`config.mk`:
```
export PLATFORM = sky130hd
export DESIGN_NAME = hs_ioctl_player
export DESIGN_NICKNAME = d
export VERILOG_FILES = /design/src/rtl/hs_pkg.sv /design/src/rtl/hs_ioctl_player.sv
export SDC_FILE = /design/constraint.sdc
export NUM_CORES = 1
export LEC_CHECK = 0
export ABC_AREA = 1
export BUFFER_PORTS_ARGS = -buffer_cell sky130_fd_sc_hd__clkbuf_2
export CAP_MARGIN = 10
export CORE_MARGIN = 5
export CORE_UTILIZATION = 45
export DETAILED_ROUTE_END_ITERATION = 8
export PLACE_DENSITY = 0.66
export SLEW_MARGIN = 15
export SYNTH_ARGS = -nofsm -noshare
export SYNTH_HDL_FRONTEND = slang
export SYNTH_SLANG_ARGS = --single-unit
```
`constraint.sdc`:
```
create_clock -name clk -period 4.6 [get_ports clk]
set_input_delay 0.23 -clock clk [delete_from_list [all_inputs] [get_ports clk]]
set_output_delay 0.23 -clock clk [all_outputs]
set_load 0.005 [all_outputs]
```
`src/rtl/hs_pkg.sv`:
```
// Shared definitions for the HPS ioctl initiator (hs_ioctl_player).
// Holds the player FSM state encoding, the ioctl index values used by the
// hiscore block, and the transfer-length clamp helper.
package hs_pkg;

  // Player FSM states.
  typedef enum logic [2:0] {
    IDLE     = 3'd0,
    PRE      = 3'd1,
    DL_FETCH = 3'd2,
    DL_WR    = 3'd3,
    DL_GAP   = 3'd4,
    UL_HOLD  = 3'd5,
    UL_CAP   = 3'd6,
    POST     = 3'd7
  } hs_state_e;

  // ioctl_index values understood by the hiscore block.
  localparam logic [7:0] HS_CONFIGINDEX = 8'd3;
  localparam logic [7:0] HS_DUMPINDEX   = 8'd4;

  // Limit a requested byte count to what the local buffer can hold.
  function automatic logic [24:0] hs_clamp_len(input logic [24:0] req_len,
                                               input logic [24:0] max_len);
    logic [24:0] res;
    if (req_len > max_len) begin
      res = max_len;
    end else begin
      res = req_len;
    end
    return res;
  endfunction

endpackage

```
`src/rtl/hs_ioctl_player.sv`:
```
// Initiator side of the HPS ioctl byte stream.
// Replays the local buffer as an ioctl download, or runs an ioctl upload and
// stores the returned ioctl_din bytes into the buffer. A single FSM drives
// the protocol; one shared down-counter times the setup holds, the download
// gaps and the upload address holds. All outputs come straight from flops.
module hs_ioctl_player
  import hs_pkg::*;
#(
  parameter int BUF_AW       = 8,
  parameter int SETUP_CYCLES = 4,
  parameter int WR_GAP       = 3,
  parameter int UP_GAP       = 6
) (
  input  logic              clk,
  input  logic              reset,
  input  logic              start_download,
  input  logic              start_upload,
  input  logic [7:0]        index,
  input  logic [24:0]       length,
  output logic [BUF_AW-1:0] buf_addr,
  input  logic [7:0]        buf_rdata,
  output logic [7:0]        buf_wdata,
  output logic              buf_we,
  output logic              busy,
  output logic              done,
  output logic              ioctl_download,
  output logic              ioctl_upload,
  output logic              ioctl_wr,
  output logic [24:0]       ioctl_addr,
  output logic [7:0]        ioctl_dout,
  output logic [7:0]        ioctl_index,
  input  logic [7:0]        ioctl_din
);

  // Largest transfer the buffer can source or sink.
  localparam logic [24:0] MAX_LEN = 25'(2**BUF_AW);

  // Counter reload values: the counter runs N-1 .. 0, giving N cycles.
  localparam logic [15:0] SETUP_LD = 16'(SETUP_CYCLES - 1);
  localparam logic [15:0] GAP_LD   = 16'((WR_GAP > 0) ? (WR_GAP - 1) : 0);
  localparam logic [15:0] HOLD_LD  = 16'(UP_GAP - 1);

  // Current state registers.
  hs_state_e         r_state;
  logic [15:0]       r_cnt;
  logic [24:0]       r_len;
  logic              r_is_dl;
  logic [7:0]        r_index;
  logic [24:0]       r_addr;
  logic [7:0]        r_dout;
  logic              r_wr;
  logic              r_dl;
  logic              r_ul;
  logic              r_busy;
  logic              r_done;
  logic [BUF_AW-1:0] r_buf_addr;
  logic [7:0]        r_buf_wdata;
  logic              r_buf_we;

  // Next-state values computed by the combinational process.
  hs_state_e         w_state;
  logic [15:0]       w_cnt;
  logic [24:0]       w_len;
  logic              w_is_dl;
  logic [7:0]        w_index;
  logic [24:0]       w_addr;
  logic [7:0]        w_dout;
  logic              w_wr;
  logic              w_dl;
  logic              w_ul;
  logic              w_busy;
  logic              w_done;
  logic [BUF_AW-1:0] w_buf_addr;
  logic [7:0]        w_buf_wdata;
  logic              w_buf_we;

  // Helper terms.
  logic              w_start;
  logic [24:0]       w_clamp;
  logic              w_last;
  logic [24:0]       w_addr_inc;

  assign w_start    = start_download | start_upload;
  assign w_clamp    = hs_clamp_len(length, MAX_LEN);
  assign w_last     = (r_addr == (r_len - 25'd1));
  assign w_addr_inc = r_addr + 25'd1;

  // Next-state and next-output logic; strobes default low, everything else holds.
  always_comb begin
    w_state     = r_state;
    w_cnt       = r_cnt;
    w_len       = r_len;
    w_is_dl     = r_is_dl;
    w_index     = r_index;
    w_addr      = r_addr;
    w_dout      = r_dout;
    w_wr        = 1'b0;
    w_dl        = r_dl;
    w_ul        = r_ul;
    w_busy      = r_busy;
    w_done      = 1'b0;
    w_buf_addr  = r_buf_addr;
    w_buf_wdata = r_buf_wdata;
    w_buf_we    = 1'b0;

    case (r_state)
      IDLE: begin
        if (w_start) begin
          if (w_clamp == 25'd0) begin
            // Empty transfer: report completion without touching the bus.
            w_done = 1'b1;
          end else begin
            w_state = PRE;
            w_cnt   = SETUP_LD;
            w_len   = w_clamp;
            w_is_dl = start_download;
            w_index = index;
            w_busy  = 1'b1;
          end
        end else begin
          w_state = IDLE;
        end
      end

      PRE: begin
        if (r_cnt == 16'd0) begin
          w_addr = 25'd0;
          if (r_is_dl) begin
            w_dl       = 1'b1;
            w_buf_addr = {BUF_AW{1'b0}};
            w_state    = DL_FETCH;
          end else begin
            w_ul    = 1'b1;
            w_cnt   = HOLD_LD;
            w_state = UL_HOLD;
          end
        end else begin
          w_cnt = r_cnt - 16'd1;
        end
      end

      DL_FETCH: begin
        // buf_addr is already presented; buf_rdata is valid next cycle.
        w_state = DL_WR;
      end

      DL_WR: begin
        w_dout = buf_rdata;
        w_wr   = 1'b1;
        if (WR_GAP > 0) begin
          w_cnt   = GAP_LD;
          w_state = DL_GAP;
        end else if (w_last) begin
          w_dl    = 1'b0;
          w_cnt   = SETUP_LD;
          w_state = POST;
        end else begin
          w_addr     = w_addr_inc;
          w_buf_addr = w_addr_inc[BUF_AW-1:0];
          w_state    = DL_FETCH;
        end
      end

      DL_GAP: begin
        if (r_cnt != 16'd0) begin
          w_cnt = r_cnt - 16'd1;
        end else if (w_last) begin
          w_dl    = 1'b0;
          w_cnt   = SETUP_LD;
          w_state = POST;
        end else begin
          w_addr     = w_addr_inc;
          w_buf_addr = w_addr_inc[BUF_AW-1:0];
          w_state    = DL_FETCH;
        end
      end

      UL_HOLD: begin
        if (r_cnt == 16'd0) begin
          w_state = UL_CAP;
        end else begin
          w_cnt = r_cnt - 16'd1;
        end
      end

      UL_CAP: begin
        w_buf_wdata = ioctl_din;
        w_buf_addr  = r_addr[BUF_AW-1:0];
        w_buf_we    = 1'b1;
        if (w_last) begin
          w_ul    = 1'b0;
          w_cnt   = SETUP_LD;
          w_state = POST;
        end else begin
          w_addr  = w_addr_inc;
          w_cnt   = HOLD_LD;
          w_state = UL_HOLD;
        end
      end

      POST: begin
        // Mode is already low; the index stays up for the trailing hold.
        if (r_cnt == 16'd0) begin
          w_index = 8'd0;
          w_addr  = 25'd0;
          w_done  = 1'b1;
          w_busy  = 1'b0;
          w_state = IDLE;
        end else begin
          w_cnt = r_cnt - 16'd1;
        end
      end

      default: begin
        w_state = IDLE;
        w_dl    = 1'b0;
        w_ul    = 1'b0;
        w_busy  = 1'b0;
        w_index = 8'd0;
        w_addr  = 25'd0;
      end
    endcase
  end

  // State and output registers; reset clears every output at once, so a
  // reset mid-transfer drops the mode line without the trailing index hold.
  always_ff @(posedge clk) begin
    if (reset) begin
      r_state     <= IDLE;
      r_cnt       <= 16'd0;
      r_len       <= 25'd0;
      r_is_dl     <= 1'b0;
      r_index     <= 8'd0;
      r_addr      <= 25'd0;
      r_dout      <= 8'd0;
      r_wr        <= 1'b0;
      r_dl        <= 1'b0;
      r_ul        <= 1'b0;
      r_busy      <= 1'b0;
      r_done      <= 1'b0;
      r_buf_addr  <= {BUF_AW{1'b0}};
      r_buf_wdata <= 8'd0;
      r_buf_we    <= 1'b0;
    end else begin
      r_state     <= w_state;
      r_cnt       <= w_cnt;
      r_len       <= w_len;
      r_is_dl     <= w_is_dl;
      r_index     <= w_index;
      r_addr      <= w_addr;
      r_dout      <= w_dout;
      r_wr        <= w_wr;
      r_dl        <= w_dl;
      r_ul        <= w_ul;
      r_busy      <= w_busy;
      r_done      <= w_done;
      r_buf_addr  <= w_buf_addr;
      r_buf_wdata <= w_buf_wdata;
      r_buf_we    <= w_buf_we;
    end
  end

  assign buf_addr       = r_buf_addr;
  assign buf_wdata      = r_buf_wdata;
  assign buf_we         = r_buf_we;
  assign busy           = r_busy;
  assign done           = r_done;
  assign ioctl_download = r_dl;
  assign ioctl_upload   = r_ul;
  assign ioctl_wr       = r_wr;
  assign ioctl_addr     = r_addr;
  assign ioctl_dout     = r_dout;
  assign ioctl_index    = r_index;

endmodule

```
**Word-level counts from Yosys, hierarchy flattened**

Cells that the tools add are included.

- Register bits after elaboration: 108
- Input bits: 53
- Output and inout port bits: 63

- $add $sub $neg: 3
- Order comparisons: 1
- Equal/unequal tests: 24
- Mux-type cells: 51
- Bitwise logic cells: 2
- Reductions and logical operators: 20

Operators with widths:

| operator | number |
|---|---|
| $mux 16 | 7 |
| $mux 25 | 4 |
| $pmux 16 s6 | 1 |
| $pmux 25 s3 | 1 |
| $mux 8 | 7 |
| $mux 3 | 9 |
| $add 25x1->25 const B | 1 |
| $eq 25x25->1 | 1 |
| $gt 25x9->1 const B | 1 |
| $logic_not 25->1 | 1 |
| $sub 25x1->25 const B | 1 |
| $ne 2x2->1 const B | 12 |
| $pmux 3 s8 | 1 |
| $pmux 8 s3 | 1 |
| $logic_not 16->1 | 1 |
| $pmux 8 s2 | 1 |
| $reduce_bool 16->1 | 1 |
| $sub 16x1->16 const B | 1 |
| $reduce_and 5->1 | 3 |
| $mux 1 | 14 |
| $eq 3x3->1 const B | 4 |
| $ne 3x3->1 const B | 3 |
| $pmux 1 s2 | 4 |
| $reduce_and 4->1 | 2 |
| 13 further kinds | 19 |

**Logic depth before layout (Yosys ltp)**

Gate-level depths: netlist of the first run.

- Depth in word-level cells: 6
- Mapped depth: 21

**Worst setup path after synthesis of the first run**

Ideal clock, no wire load.

- Kind: register to register
- Start point: register r_len[0]
- End point: register r_addr[18], in the netlist ioctl_addr[18]
- Setup time: 0.068 ns
- Arrival time: 2.162 ns
- Data required time: 4.532 ns
- Path slack: 2.370 ns
- Cell stages (with the launch flop): 19
- Buffers on the path: 2
- Clock period less this slack: 2.230 ns
- Cell sequence: dfxtp_1 inv_1 ha_1 nand3_4 nor2_8 nand3_1 nand2_1 nand2_1 clkinv_1 nand2_1 nor2_1 nand3_2 nor2_4 nand2_2 nand2_2 buf_6 buf_12 nand2_2 a21oi_2

- Cells in the longest elaborated chain, start to end: 5

RTL lines:

| item | RTL line | RTL |
|---|---|---|
| start, declared | hs_ioctl_player.sv:46 | `logic [24:0] r_len;` |
| start signal, assigned | hs_ioctl_player.sv:247 | `r_len <= w_len;` |
| $sub 25x1->25 (*) | hs_ioctl_player.sv:85 | `assign w_last = (r_addr == (r_len - 25'd1));` |
| $eq 25x25->1 (*) | hs_ioctl_player.sv:85 |  |
| $mux 25 (*) | -- |  |
| $mux 25 | -- |  |
| $pmux 25 s3 (*) | -- |  |
| end signal, assigned | hs_ioctl_player.sv:250 | `r_addr <= w_addr;` |
| end, declared | hs_ioctl_player.sv:49 | `logic [24:0] r_addr;` |

Every way passes the cells marked *; elsewhere a longest branch is shown, timed or not. The select of a mux whose other input is x is not followed.
A chain may end at the register's enable or synchronous reset.

**Worst setup path after layout of the first run**

- Start point: register r_state[2]
- End point: register r_addr[23], in the netlist ioctl_addr[23]

- Cells in the longest elaborated chain, start to end: 4

RTL lines:

| item | RTL line | RTL |
|---|---|---|
| start, declared | hs_ioctl_player.sv:44 | `hs_state_e r_state;` |
| start signal, assigned | hs_ioctl_player.sv:245 | `r_state <= w_state;` |
| $eq 3x3->1 / $eq 3x1->1 (equally long branches) | hs_ioctl_player.sv:106 | `case (r_state)` |
| $reduce_or 2->1 (no source line) | -- |  |
| $ne 2x1->1 (no source line) / $reduce_bool 3->1 (equally long branches) | -- |  |
| $reduce_and 3->1 (no source line) | -- |  |

Several ways; a longest one is shown, not always the timed one.

==> summary.txt, run 1 <==
Run status
  – Status: completed

Synth
  – Cells after Synth: 1034
  – Simple-gate share of the synthesized area: 40.8%
  – Top FF cell, synth: dfxtp_1
  – Adder-cell share of the synthesized area: 0.562%
  – Xor/xnor share of the synthesized area: 6.43%
  – Synth top area share: 32.4%
  – Synth area leader: dfxtp_1
  – Largest family of logic cells by synthesized area: simple AND/OR/NAND/NOR gates
  – Synth cell count leaders: nand2_1, nor2_1, dfxtp_1, inv_1, a21oi_1
  – Seq/Total Area, Yosys: 32.4%
  – Mean Syn Cell Area: 6.46 um2
  – Synthesis Warnings: 0
  – Top-count cell post-synth: nand2_1
  – Register bit total from synthesis: 108
  – Yosys cell types: 45
  – Syn Nets: 1090
  – Number of flops mapped to enable cells by yosys: 0
  – Share of flip-flops with an asynchronous set or reset: 0%
  – Mapped Area: 0.00668 mm2
  – Compound-Gate Fraction of Synth Area: 10.8%
  – Largest cells by area after synthesis: dfxtp_1, nand2_1, nor2_1
  – Mux share of post-synthesis cell area: 0%

STA
  – Final Cycle Share: 61.4%
  – Rel. slew slack: 40.9%
  – Clk_skew: 0.00840 ns
  – Final Hold Vio Count: 0
  – Pins Over Slew Limit: 0
  – FMAX: 0.354 GHz
  – Setup tns final: 0 ns
  – Minimum clock period: 2.83 ns
  – Worst-margin pin slew: 0.884 ns
  – RSZ-0062 raised after global routing: no
  – Final setup violating endpoints: 0

Cells and area
  – FILL cells: 1494
  – Layout Nets: 1187
  – ANT cells: 0
  – Area Overhead vs Synth: 14.1%
  – Layout Cells excl Fill: 1320
  – Share of cells above drive strength 1: 17.7%

Global routing
  – GR Util met1: 26.7%
  – Largest net degree at the start of global routing: 61
  – First-pass GRT wire length: 30.7 mm
  – GRT met2 Usage: 35.4%
  – GR peak layer: met2
  – Vias in the first global route: 6247
  – Met3 Usage GRT: 4.54%
  – Grt total ovfl: 0
  – GR Util All Layers: 21.1%
  – Initial antenna violation count: 0

Clock network
  – Setup bufs post-CTS: 0
  – Clk buf depth: 2
  – Root buffer cell: clkbuf_16
  – CTS buffer count: 9
  – Post-CTS sizing: 0
  – TritonCTS clock tree: done
  – Sink Count: 108
  – Latest clock arrival within the worst-skew pair: 0.36 ns
  – CTS H-tree depth: 3
  – Hold_buf cts: 0
  – CTS clock-pin slew for the worst setup and hold paths: 0.08 ns

Setup path
  – Worst r2r dst: ioctl_addr[23]
  – CP Launch Type: register
  – CP Data Arrival Time: 3.12 ns
  – CP Max Fanout: 21
  – Critical Path End: ioctl_addr[23]
  – Type of the worst setup path: reg -> reg
  – Worst setup EP type: register
  – Worst R2R Path Depth: 10
  – CP startpoint: r_state[2]
  – Data required, critical path: 4.89 ns
  – Worst r2r src: r_state[2]
  – R2r setup slk: 1.77 ns

Routing
  – Remaining antenna violation count: 0
  – DRC: 0
  – Routed len/inst: 14.0 um
  – Routed WL: 18.5 mm
  – DR iter-0 viols: 497
  – First drt pass iteration count: 5
  – Vias/cell: 5.07
  – Routed vias: 6687

Power
  – Maximum vdd drop: 0.426 mV
  – PD cells: 627 mW/mm2
  – Leakage: 3.60 nW

Worst hold path
  – Hold Path Class: in -> reg

Die
  – I/O pin cnt: 116
  – Std-Cell Rows: 44
  – Core Region: 0.0145 mm2
  – Die Y: 132 um
  – Die W: 132 um
  – Die ar.: 0.0174 mm2
  – Initial Util: 45.9%

Placed design
  – Routability cong.: 0.877
  – IO Port Bufs: 115
  – Detailed Place HPWL: 13.7 mm
  – Placed insts: 1304

Job
  – # Max-Cap Violations: 0
==> registers in the layout, summed over array words and instances, names as in the netlist <==
signal,count
buf_addr,8
buf_wdata,8
buf_we,1
busy,1
done,1
ioctl_addr,25
ioctl_dout,8
ioctl_download,1
ioctl_index,8
ioctl_upload,1
ioctl_wr,1
r_cnt,16
r_is_dl,1
r_len,25
r_state,3
==> power breakdown <==
part / internal, mW / switching (mW) / leakage, nW
Sequential: 1.11 / 0.168 / 0.879
Clock: 0.381 / 0.392 / 0.140
Combinational: 0.885 / 1.84 / 2.58
Total: 2.38 / 2.40 / 3.60
==> per-stage QoR <==
stage                     cell area (um2)  hold WS (ns)  power, mW  utilization, %  worst slack, ns
final                                7620        0.0857       4.78            52.4             1.77
after global routing                 7620        0.0850       5.23            52.4             1.46
after CTS                            7620        0.0737       4.80            52.4             1.78
after detailed placement             7330         0.449       4.01            50.4             1.79
after global placement               7330         0.443       3.99            50.4             1.76
after floorplan                      6680         0.365       3.53               -             2.37
==> metal layers <==
metal,wire [um],up-vias
li1,-,3482
met2,8820,183
met4,451,0
met3,1060,30
met5,0,-
met1,8190,2992
==> how the worst min path moves through the flow <==
stage | start | endpoint | slack (ns) | cells past startpoint
after floorplan | ioctl_din[0] | buf_wdata[0] | 0.36 | 2
after global placement | r_len[24] | r_len[24] | 0.44 | 2
after detailed placement | r_len[24] | r_len[24] | 0.45 | 2
after CTS | ioctl_din[4] | buf_wdata[4] | 0.07 | 3
after global routing | index[3] | ioctl_index[3] | 0.09 | 3
final | ioctl_din[6] | buf_wdata[6] | 0.09 | 3
==> cells in the final DEF, fill, tap and decap left out, drive strengths merged <==
cell,synthesis,final
or2,1,1
o22ai,4,4
inv,103,107
clkinv,5,7
a31oi,1,1
o21bai,4,4
nand3,58,58
nor2,206,206
xnor2,12,12
xor2,37,37
clkinvlp,0,1
nor3b,2,2
buf,15,6
nand2,270,270
nand3b,12,12
nand4,21,21
ha,3,3
nor4,9,9
o21ai,49,49
dfxtp,108,108
clkbuf,20,124
o211ai,1,1
a22oi,1,1
nor3,23,23
a21oi,67,67
and2,1,1
o31ai,1,1
==> logic make-up after synthesis <==
logic type,Yosys count
AOI/OAI and AO/OA,128
xor gates and xnor gates,49
adders and majority gates,3
buffers and inverters,143
DFF,108
and+or+nand+nor,603
==> layout make-up <==
type                       instances  area [um2]  area share (%)
inverter                         108         408            5.35
sequential                       108        2160            28.4
timing repair buffer             121         621            8.15
clock inverter                     7        65.1           0.854
clock buffer                       9         225            2.96
tap                              184         230            3.02
multi-input combinational        783        3910            51.3
==> worst max-delay path, stage by stage (launching register included) <==
cell and delay [ns]:
dfxtp_1 0.51, nand2_1 0.20, nor2_1 0.28, nor2_4 0.13, inv_1 0.51, o211ai_1 0.15, inv_1 0.09, nand2_2 0.05
inv_1 0.50, nand3_1 0.17, a21oi_2 0.15
(Power assumes the default switching activity.)
==> run 2, diff against run 1 <==
ABC_AREA = 0   (was 1)
PLACE_DENSITY = 0.67   (was 0.66)
clock period = 2.7 ns   (was 4.6 ns; I/O delays follow)
==> summary.txt, run 2 <==
Run status
  – Status: complete, but fails checks (was completed)
  – Failing checks: setup timing

Synth
  – Simple-gate share of the synthesized area: 31.9% (was 40.8%)
  – Synth area leader: dfxtp_1 (unchanged)
  – Top FF cell, synth: dfxtp_1 (unchanged)
  – Share of flip-flops with an asynchronous set or reset: 0% (unchanged)
  – Mean Syn Cell Area: 8.00 um2 (was 6.46 um2)
  – Largest cells by area after synthesis: dfxtp_1, nand2_1, a21oi_1 (was dfxtp_1, nand2_1, nor2_1)
  – Mux share of post-synthesis cell area: 1.00% (was 0%)
  – Xor/xnor share of the synthesized area: 5.70% (was 6.43%)
  – Register bit total from synthesis: 108 (unchanged)
  – Yosys cell types: 76 (was 45)
  – Synth cell count leaders: dfxtp_1, nand2_1, nor2_1, a21oi_1, clkbuf_1 (was nand2_1, nor2_1, dfxtp_1, inv_1, a21oi_1)
  – Compound-Gate Fraction of Synth Area: 19.9% (was 10.8%)
  – Cells after Synth: 749 (was 1034)
  – Adder-cell share of the synthesized area: 0.793% (was 0.562%)
  – Synth top area share: 36.1% (was 32.4%)
  – Synthesis Warnings: 0 (unchanged)
  – Mapped Area: 0.00599 mm2 (was 0.00668 mm2)
  – Syn Nets: 805 (was 1090)
  – Largest family of logic cells by synthesized area: simple AND/OR/NAND/NOR gates (unchanged)
  – Seq/Total Area, Yosys: 36.1% (was 32.4%)
  – Top-count cell post-synth: dfxtp_1 (was nand2_1)
  – Number of flops mapped to enable cells by yosys: 0 (unchanged)

Setup path
  – Data required, critical path: 2.98 ns (was 4.89 ns)
  – CP Launch Type: register (unchanged)
  – Slowest CP cell: or3_4 (was dfxtp_1)
  – Largest incremental delay on the critical path: 0.38 ns (was 0.51 ns)
  – Worst R2R Path Depth: 10 (unchanged)
  – Worst setup EP type: register (unchanged)
  – R2r setup slk: -0.24 ns (was 1.77 ns)
  – Type of the worst setup path: reg -> reg (unchanged)
  – CP startpoint: r_cnt[0] (was r_state[2])
  – Stages on the worst setup path: 10 (unchanged)
  – CP Data Arrival Time: 3.23 ns (was 3.12 ns)
  – CP Max Fanout: 3 (was 21)
  – Critical path's most frequent cell: or3_4 (was inv_1)
  – Worst r2r src: r_cnt[0] (was r_state[2])
  – Crit path cell chain: or3_4 -> or3_4 -> or3_4 -> or3_4 -> or3_4 -> or3_4 -> nor2_4 -> buf_4 -> nor2_2 -> a311oi_2 (was nand2_1 -> nor2_1 -> nor2_4 -> inv_1 -> o211ai_1 -> inv_1 -> nand2_2 -> inv_1 -> nand3_1 -> a21oi_2)
  – CP bufs+invs: 1 (was 3)
  – Worst path top cell family by delay: simple AND/OR/NAND/NOR gates (was buffers and inverters)

STA
  – Final Hold Vio Count: 0 (unchanged)
  – Pins Over Slew Limit: 0 (unchanged)
  – Clk_skew: 0.00808 ns (was 0.00840 ns)
  – Final setup violating endpoints: 49 (was 0)
  – RSZ-0062 raised after global routing: yes (was no)
  – Worst setup margin: -0.244 ns (was 1.77 ns)
  – Setup tns final: -5.04 ns (was 0 ns)
  – Final Cycle Share: 109% (was 61.4%)
  – Minimum clock period: 2.94 ns (was 2.83 ns)
  – Rel. slew slack: 53.6% (was 40.9%)
  – FMAX: 0.340 GHz (was 0.354 GHz)
  – Worst-margin pin slew: 0.691 ns (was 0.884 ns)

Clock network
  – CTS H-tree depth: 3 (unchanged)
  – Clk buf depth: 2 (unchanged)
  – TritonCTS clock tree: done (unchanged)
  – Sink Count: 108 (unchanged)
  – CTS clock-pin slew for the worst setup and hold paths: 0.08 ns (about the same)
  – CTS buffer count: 9 (unchanged)
  – Latest clock arrival within the worst-skew pair: 0.36 ns (about the same)
  – Root buffer cell: clkbuf_16 (unchanged)

Cells and area
  – ANT cells: 0 (unchanged)
  – Area Overhead vs Synth: 42.0% (was 14.1%)
  – Layout Nets: 1026 (was 1187)
  – Share of cells above drive strength 1: 35.6% (was 17.7%)
  – FILL cells: 1111 (was 1494)
  – Commonest non-fill, non-tap cell in the layout: clkbuf_2 (was nand2_1)
  – Most frequent cells in the layout: clkbuf_2, dfxtp_1, buf_4, nand2_1, nor2_1 (was nand2_1, nor2_1, clkbuf_2, dfxtp_1, inv_1)

Die
  – I/O pin cnt: 116 (unchanged)
  – Initial Util: 45.6% (was 45.9%)
  – Std-Cell Rows: 42 (was 44)
  – Core Region: 0.0131 mm2 (was 0.0145 mm2)
  – Die Y: 125 um (was 132 um)
  – Die W: 125 um (was 132 um)
  – Die ar.: 0.0157 mm2 (was 0.0174 mm2)

Placed design
  – Detailed Place HPWL: 14.3 mm (was 13.7 mm)
  – IO Port Bufs: 115 (unchanged)
  – Routability cong.: 0.964 (was 0.877)
  – Worst slack, placed: -0.322 ns (was 1.79 ns)

Global routing
  – Initial antenna violation count: 0 (unchanged)
  – GR Util All Layers: 24.3% (was 21.1%)
  – First-pass GRT wire length: 31.9 mm (was 30.7 mm)
  – Grt total ovfl: 0 (unchanged)
  – Largest net degree at the start of global routing: 46 (was 61)
  – Vias in the first global route: 6481 (was 6247)

Routing
  – Vias/cell: 5.73 (was 5.07)
  – DR iter-0 viols: 391 (was 497)
  – Remaining antenna violation count: 0 (unchanged)
  – First drt pass iteration count: 5 (unchanged)
  – Routed len/inst: 17.1 um (was 14.0 um)
  – Routed WL: 19.7 mm (was 18.5 mm)
  – DRC: 0 (unchanged)
  – Routed vias: 6596 (was 6687)

Power
  – Net Sw Frac: 39.3% (was 50.2%)
  – Clock Power Share: 19.2% (was 16.2%)
  – Flop pwr share: 28.8% (was 26.9%)
  – Comb pwr share: 52.0% (was 57.0%)
  – Sw Pwr: 2.69 mW (was 2.40 mW)
  – Maximum vdd drop: 0.682 mV (was 0.426 mV)
  – Internal power: 4.16 mW (was 2.38 mW)
  – Leakage: 3.40 nW (was 3.60 nW)
  – PD cells: 806 mW/mm2 (was 627 mW/mm2)

Job
  – # Max-Cap Violations: 0 (unchanged)

Worst hold path
  – Hold Path Class: in -> reg (unchanged)
  – Hold path start: length[7] (was ioctl_din[6])
  – Hold Path Stages: 2 (was 3)
-- run 2: stage by stage --
step / utilization [%] / power, mW / cells / instance area [um2] / hold slack (ns)
after floorplan: - / 3.80 / 749 / 6060 / 0.261
after global routing: 64.7 / 7.30 / 1151 / 8510 / 0.0101
after CTS: 62.5 / 6.50 / 1146 / 8210 / 0.00724
final: 64.7 / 6.85 / 1151 / 8510 / 0.0198
after global placement: 56.9 / 4.94 / 1099 / 7480 / 0.357
after detailed placement: 56.9 / 5.03 / 1099 / 7480 / 0.369
-- run 2: repair_timing --
action,CTS,global route
pin swaps,12,28
hold buffers,23,0
endpoints found under the setup margin,53,54
gates resized for setup,37,58
buffers inserted,8,6
cloned,0,0
hold endpoints to repair,23,0
-- run 2: cells by family (layout without fill, tap and decap cells) --
family / after synthesis / after routing
multiplexers: 6 / 6
adder cells (fa/ha/maj): 4 / 4
AND/OR/NAND/NOR: 352 / 352
XOR/XNOR: 39 / 39
flip-flops: 108 / 108
buffers and inverters: 64 / 290
AO/OA/AOI/OAI: 176 / 176
-- run 2: final cells by class --
cell class                      instances  area, um2  share of cell area [%]
Tap cell                              176        220                    2.59
Timing Repair Buffer                  259       1810                    21.3
Inverter                               15       58.8                   0.691
Sequential cell                       108       2170                    25.6
Multi-Input combinational cell        577       3950                    46.5
Clock inverter                          7       65.1                   0.765
Clock buffer                            9        225                    2.65
-- run 2: power by group through the flow --
stage	clock network (mW)	logic, mW	registers (mW)
after floorplan	0	1.84	1.96
after global placement	0	2.96	1.98
after detailed placement	0	3.05	1.98
after CTS	1.35	3.20	1.95
after global routing	1.41	3.88	2.00
final	1.32	3.56	1.97
-- run 2: metal layers --
layer	up-vias	routed length (um)	part of all wire, %	global-route usage, %
li1	3166	-	-	-
met1	3181	8130	41	28.5
met2	218	10200	52	44.4
met3	31	1070	5.4	5.93
met4	0	348	1.8	6.12
met5	-	0	0	0
-- run 2: path summary, 6_finish.rpt --
path / end
setup / recovery: r_cnt[13]
hold / removal: r_len[7]
setup reg to reg: r_cnt[13]
hold reg to reg: ioctl_dout[3]
